===== src/rtl/handshake_rr_arbiter.sv =====
// Round-robin arbiter sharing one registered ready/valid output slot between N
// ready/valid requesters; a grant and an output drain can happen in the same cycle.
module handshake_rr_arbiter #(
    parameter int N     = 3,
    parameter int WIDTH = 4,
    localparam int SRC_W = (N > 1) ? $clog2(N) : 1
) (
    input  logic                 CLK,
    input  logic                 RESETN,
    input  logic [N-1:0]         in_valid,
    output logic [N-1:0]         in_ready,
    input  logic [N*WIDTH-1:0]   in_data,
    output logic                 out_valid,
    input  logic                 out_ready,
    output logic [WIDTH-1:0]     out_data,
    output logic [SRC_W-1:0]     out_src
);

    logic               outValid_q, outValid_d;
    logic [WIDTH-1:0]   outData_q,  outData_d;
    logic [SRC_W-1:0]   outSrc_q,   outSrc_d;
    logic [SRC_W-1:0]   ptr_q,      ptr_d;

    logic               loadEn;
    logic               found;
    logic               grant;
    logic [SRC_W-1:0]   winner;
    logic [WIDTH-1:0]   winData;

    // Scan from ptr upward with wrap; the first asserted valid wins.
    always_comb begin
        found  = 1'b0;
        winner = '0;
        for (int k = 0; k < N; k++) begin
            int idx;
            idx = (int'(ptr_q) + k) % N;
            if (!found && in_valid[idx]) begin
                found  = 1'b1;
                winner = SRC_W'(idx);
            end
        end
    end

    always_comb begin
        winData = '0;
        for (int i = 0; i < N; i++) begin
            if (winner == SRC_W'(i)) begin
                winData = in_data[i*WIDTH +: WIDTH];
            end
        end
    end

    assign loadEn = !outValid_q || out_ready;
    assign grant  = RESETN && loadEn && found;

    always_comb begin
        in_ready = '0;
        for (int i = 0; i < N; i++) begin
            in_ready[i] = grant && (winner == SRC_W'(i));
        end
    end

    always_comb begin
        outValid_d = outValid_q;
        outData_d  = outData_q;
        outSrc_d   = outSrc_q;
        ptr_d      = ptr_q;
        if (grant) begin
            outValid_d = 1'b1;
            outData_d  = winData;
            outSrc_d   = winner;
            ptr_d      = SRC_W'((int'(winner) + 1) % N);
        end else if (out_ready) begin
            outValid_d = 1'b0;
        end
    end

    always_ff @(posedge CLK) begin
        if (!RESETN) begin
            outValid_q <= 1'b0;
            outData_q  <= '0;
            outSrc_q   <= '0;
            ptr_q      <= '0;
        end else begin
            outValid_q <= outValid_d;
            outData_q  <= outData_d;
            outSrc_q   <= outSrc_d;
            ptr_q      <= ptr_d;
        end
    end

    assign out_valid = outValid_q;
    assign out_data  = outData_q;
    assign out_src   = outSrc_q;

endmodule


===== config.mk =====
export PLATFORM = sky130hd
export DESIGN_NAME = handshake_rr_arbiter
export DESIGN_NICKNAME = d
export VERILOG_FILES = /design/src/rtl/handshake_rr_arbiter.sv
export SDC_FILE = /design/constraint.sdc
export NUM_CORES = 1
export LEC_CHECK = 0
export ABC_AREA = 1
export ABC_CLOCK_PERIOD_IN_PS = 3060
export CAP_MARGIN = 20
export CORE_MARGIN = 2
export CORE_UTILIZATION = 47
export CTS_CLUSTER_SIZE = 10
export DETAILED_ROUTE_END_ITERATION = 6
export PLACE_DENSITY = 0.85
export SLEW_MARGIN = 20
export SYNTH_ARGS = -nofsm -noshare
export SYNTH_HDL_FRONTEND = slang
export SYNTH_SLANG_ARGS = --single-unit
export TNS_END_PERCENT = 10

===== constraint.sdc =====
create_clock -name CLK -period 3.06 [get_ports CLK]
set_input_delay 0.459 -clock CLK [delete_from_list [all_inputs] [get_ports CLK]]
set_output_delay 0.459 -clock CLK [all_outputs]
set_load 0.02 [all_outputs]

==> summary.md <==
| Metric | Value |
|---|---|
| Status | `finished, final reports clean` |
| Final hold violation count | `0` |
| Final max-slew violation count | `0` |
| Clock skew | `10.3 ps` |
| Via count | `895` |
| Compound-Gate Fraction of Synth Area | `11.1%` |
| Height of the chip | `45.3 µm` |
| Post-Syn Area per Cell | `6.43 µm²` |
| CTS root buf | `clkbuf_4` |
| First-pass GRT wire length | `3260 µm` |
| Hold WC Path Type | `reg2reg` |
| Die width | `45.3 µm` |
| Synth cell types | `25` |
| Number of post-CTS setup repair buffers | `0` |
| Adder-cell share of the synthesized area | `6.23%` |
| Post-layout util | `72.5%` |
| Synthesized area | `803 µm²` |
| Clk_lat worst skew | `270 ps` |
| Max frequency | `348 MHz` |
| Initial antenna violation count | `0` |
| Ant. Diodes | `0` |
| Power density over the cells | `1150 nW/µm²` |
| Setup CP Type | `reg2out` |
| Grt ovf | `0` |
| Seq/Total Area, Yosys | `22.4%` |
| Initial core utilization | `51.5%` |
| Final WS setup | `183 ps` |
| Drt wl/cell | `11.6 µm` |
| Synth Area in Simple Gates | `45.6%` |
| R2R cell count | `12` |
| Setup TNS Final | `0 ps` |
| Largest family of logic cells by synthesized area | `simple AND/OR/NAND/NOR gates` |
| Slowest library cell on the worst path | `ha_2` |
| Routed Antenna Nets | `0` |
| H-tree levels | `1` |
| Global route hottest layer | `met2` |
| Area Overhead vs Synth | `40.7%` |
| Std-Cell Rows | `14` |
| Clock sinks | `9` |
| RSZ-0062 raised after global routing | `false` |
| Largest net degree at the start of global routing | `8` |
| DRT iter0 DRCs | `25` |
| CP max FO | `5` |
| Met2 usage in global routing | `36.9%` |
| GR Util met1 | `26.3%` |
| Clock Pin Slew Worst Setup and Hold Paths | `50 ps` |
| Multiplexer share of the synthesized area | `0%` |
| Worst Tran Pin Value | `308 ps` |
| Post-Syn Nets | `147` |
| GR Util All Layers | `22.2%` |
| HPWL after detailed placement | `1610 µm` |
| TritonCTS clock tree | `done` |
| Pleak | `0.585 nW` |
| Xor and xnor fraction of the mapped netlist area | `1.09%` |
| Share of layout cells above drive strength 1 | `19.1%` |
| Cell Chain, Critical Path | `inv_1 -> ha_2 -> inv_2 -> nand2_1 -> nand2_2 -> a21oi_4 -> nand3_2 -> nand2_2 -> nand2_2 -> nor2_4 -> nand2_1 -> inv_1 -> dlygate4sd2_1` |
| Die Area | `2060 µm²` |
| CTS Hold Bufs | `0` |
| Vias/cell | `5.17` |
| Max transition margin | `79.4%` |
| Fin nets | `180` |
| Reg2reg setup slack | `1000 ps` |
| Setup crit end kind | `output pin` |
| Core area | `1560 µm²` |
| Critical Path Max Stage Delay | `380 ps` |
| Routability cong. | `0.872` |
| Post-CTS sizing | `3` |
| CTS Buffer Depth | `2` |
| Type of origin of the critical path | `flop` |
| CP arrival | `2420 ps` |
| Cell count after synthesis | `125` |
| Fill count | `139` |
| IO Pins | `28` |
| Final period utilization | `94.0%` |
| Port Buf Inserts | `27` |
| Final setup viols | `0` |
| Min-Delay Path Depth | `2` |
| Final Critical Period | `2880 ps` |
| Pre-CTS worst setup slack | `93.2 ps` |
| Max-cap viol count | `0` |
| Yosys warning count | `0` |
| Met3 usage | `7.60%` |
| DRT Pass-1 Iters | `5` |
| Vias in the first global route | `815` |
| Residual DRC | `0` |
| Total CTS buffers | `3` |
| Final WL | `2010 µm` |
| FF+latch count, synth | `9` |
| Maximum vdd drop | `0.000739 V` |
| Critical Path RT | `2600 ps` |
| Crit path top cell by count | `nand2_2` |
==> synth_stat cells <==
| cell type | instances | area [µm²] |
|---|---|---|
| clkbuf_1 | 1 | 3.75 |
| nor2_2 | 1 | 6.26 |
| nand2_2 | 8 | 50.1 |
| buf_6 | 1 | 11.3 |
| nand2_1 | 31 | 116 |
| nand3_1 | 16 | 80.1 |
| ha_1 | 4 | 50.1 |
| o21ai_4 | 1 | 16.3 |
| o21ai_2 | 2 | 17.5 |
| o21ai_1 | 1 | 5.00 |
| nand3_2 | 3 | 30.0 |
| nand2_4 | 1 | 11.3 |
| inv_2 | 4 | 15.0 |
| nor2_4 | 1 | 11.3 |
| inv_1 | 21 | 78.8 |
| nor3_1 | 1 | 5.00 |
| dfxtp_1 | 9 | 180 |
| o21ai_0 | 3 | 15.0 |
| nor2_1 | 5 | 18.8 |
| a21oi_4 | 1 | 16.3 |
| a21oi_1 | 2 | 10.0 |
| nand4_1 | 5 | 31.3 |
| a21oi_2 | 1 | 8.76 |
| xor2_1 | 1 | 8.76 |
| nor4_1 | 1 | 6.26 |
==> registers in the layout, summed over array words and instances, names as in the netlist <==
signal and cells:
ptr_q 2, out_valid 1, out_data 4, out_src 2
==> critical path, delay by kind of cell (launching register included) <==
family,cells,cell delay [ps]
adders and majority gates,1,380
buffers and inverters,4,520
AOI/OAI and AO/OA,1,190
and+or+nand+nor,7,690
DFF,1,350
==> final cells by class <==
cell class,count,area [µm²],area share (%)
clock buffer,4,26.3,2.33
inverter,25,93.8,8.31
multi-input combinational,89,517,45.7
sequential,9,180,15.9
tap,16,20.0,1.77
timing repair buffer,30,293,25.9
==> layer usage <==
metal | share of wire (%) | up-vias
met2 | 49 | 22
met1 | 45 | 409
met4 | 1.3 | 0
met3 | 4.3 | 4
li1 | - | 460
met5 | 0 | -
==> cells in the final DEF (no fill, tap or decap), drive strengths merged <==
master,n
nand2,40
clkdlybuf4s50,24
o21ai,7
nor4,1
xor2,1
dlygate4sd2,2
inv,25
dlymetal6s2s,1
nor3,1
nand3,19
clkbuf,4
dfxtp,9
nand4,5
a21oi,4
ha,4
buf,3
nor2,7
==> power by group <==
part,leakage [nW],switching (mW),internal (mW)
Sequential,0.0747,0.0267,0.168
Combinational,0.495,0.633,0.378
Clock,0.0150,0.0443,0.0504
Total,0.585,0.704,0.597
==> kinds of logic (layout without fill, tap and decap cells) <==
kind of cell	after synthesis	count (layout)
AO/OA/AOI/OAI	11	11
XOR/XNOR	1	1
adder cells (fa/ha/maj)	4	4
buffers and inverters	27	59
flip-flops	9	9
AND/OR/NAND/NOR	73	73
==> worst paths after layout <==
kind               from          end
max reg2reg    ptr_q[0]  out_data[2]
min reg2reg  out_src[1]   out_src[1]
min          out_src[1]   out_src[1]
max            ptr_q[0]  in_ready[1]
==> metrics by stage <==
step / area (µm²) / hold WS [ps] / power (mW) / cells
final: 1130 / 480 / 1.30 / 173
after global routing: 1130 / 516 / 1.43 / 173
after CTS: 1130 / 491 / 1.30 / 173
after detailed placement: 1100 / 475 / 1.20 / 169
after global placement: 1100 / 458 / 1.17 / 169
after floorplan: 803 / 488 / 0.944 / 125
Note: power is estimated with default switching activity, not from simulation.
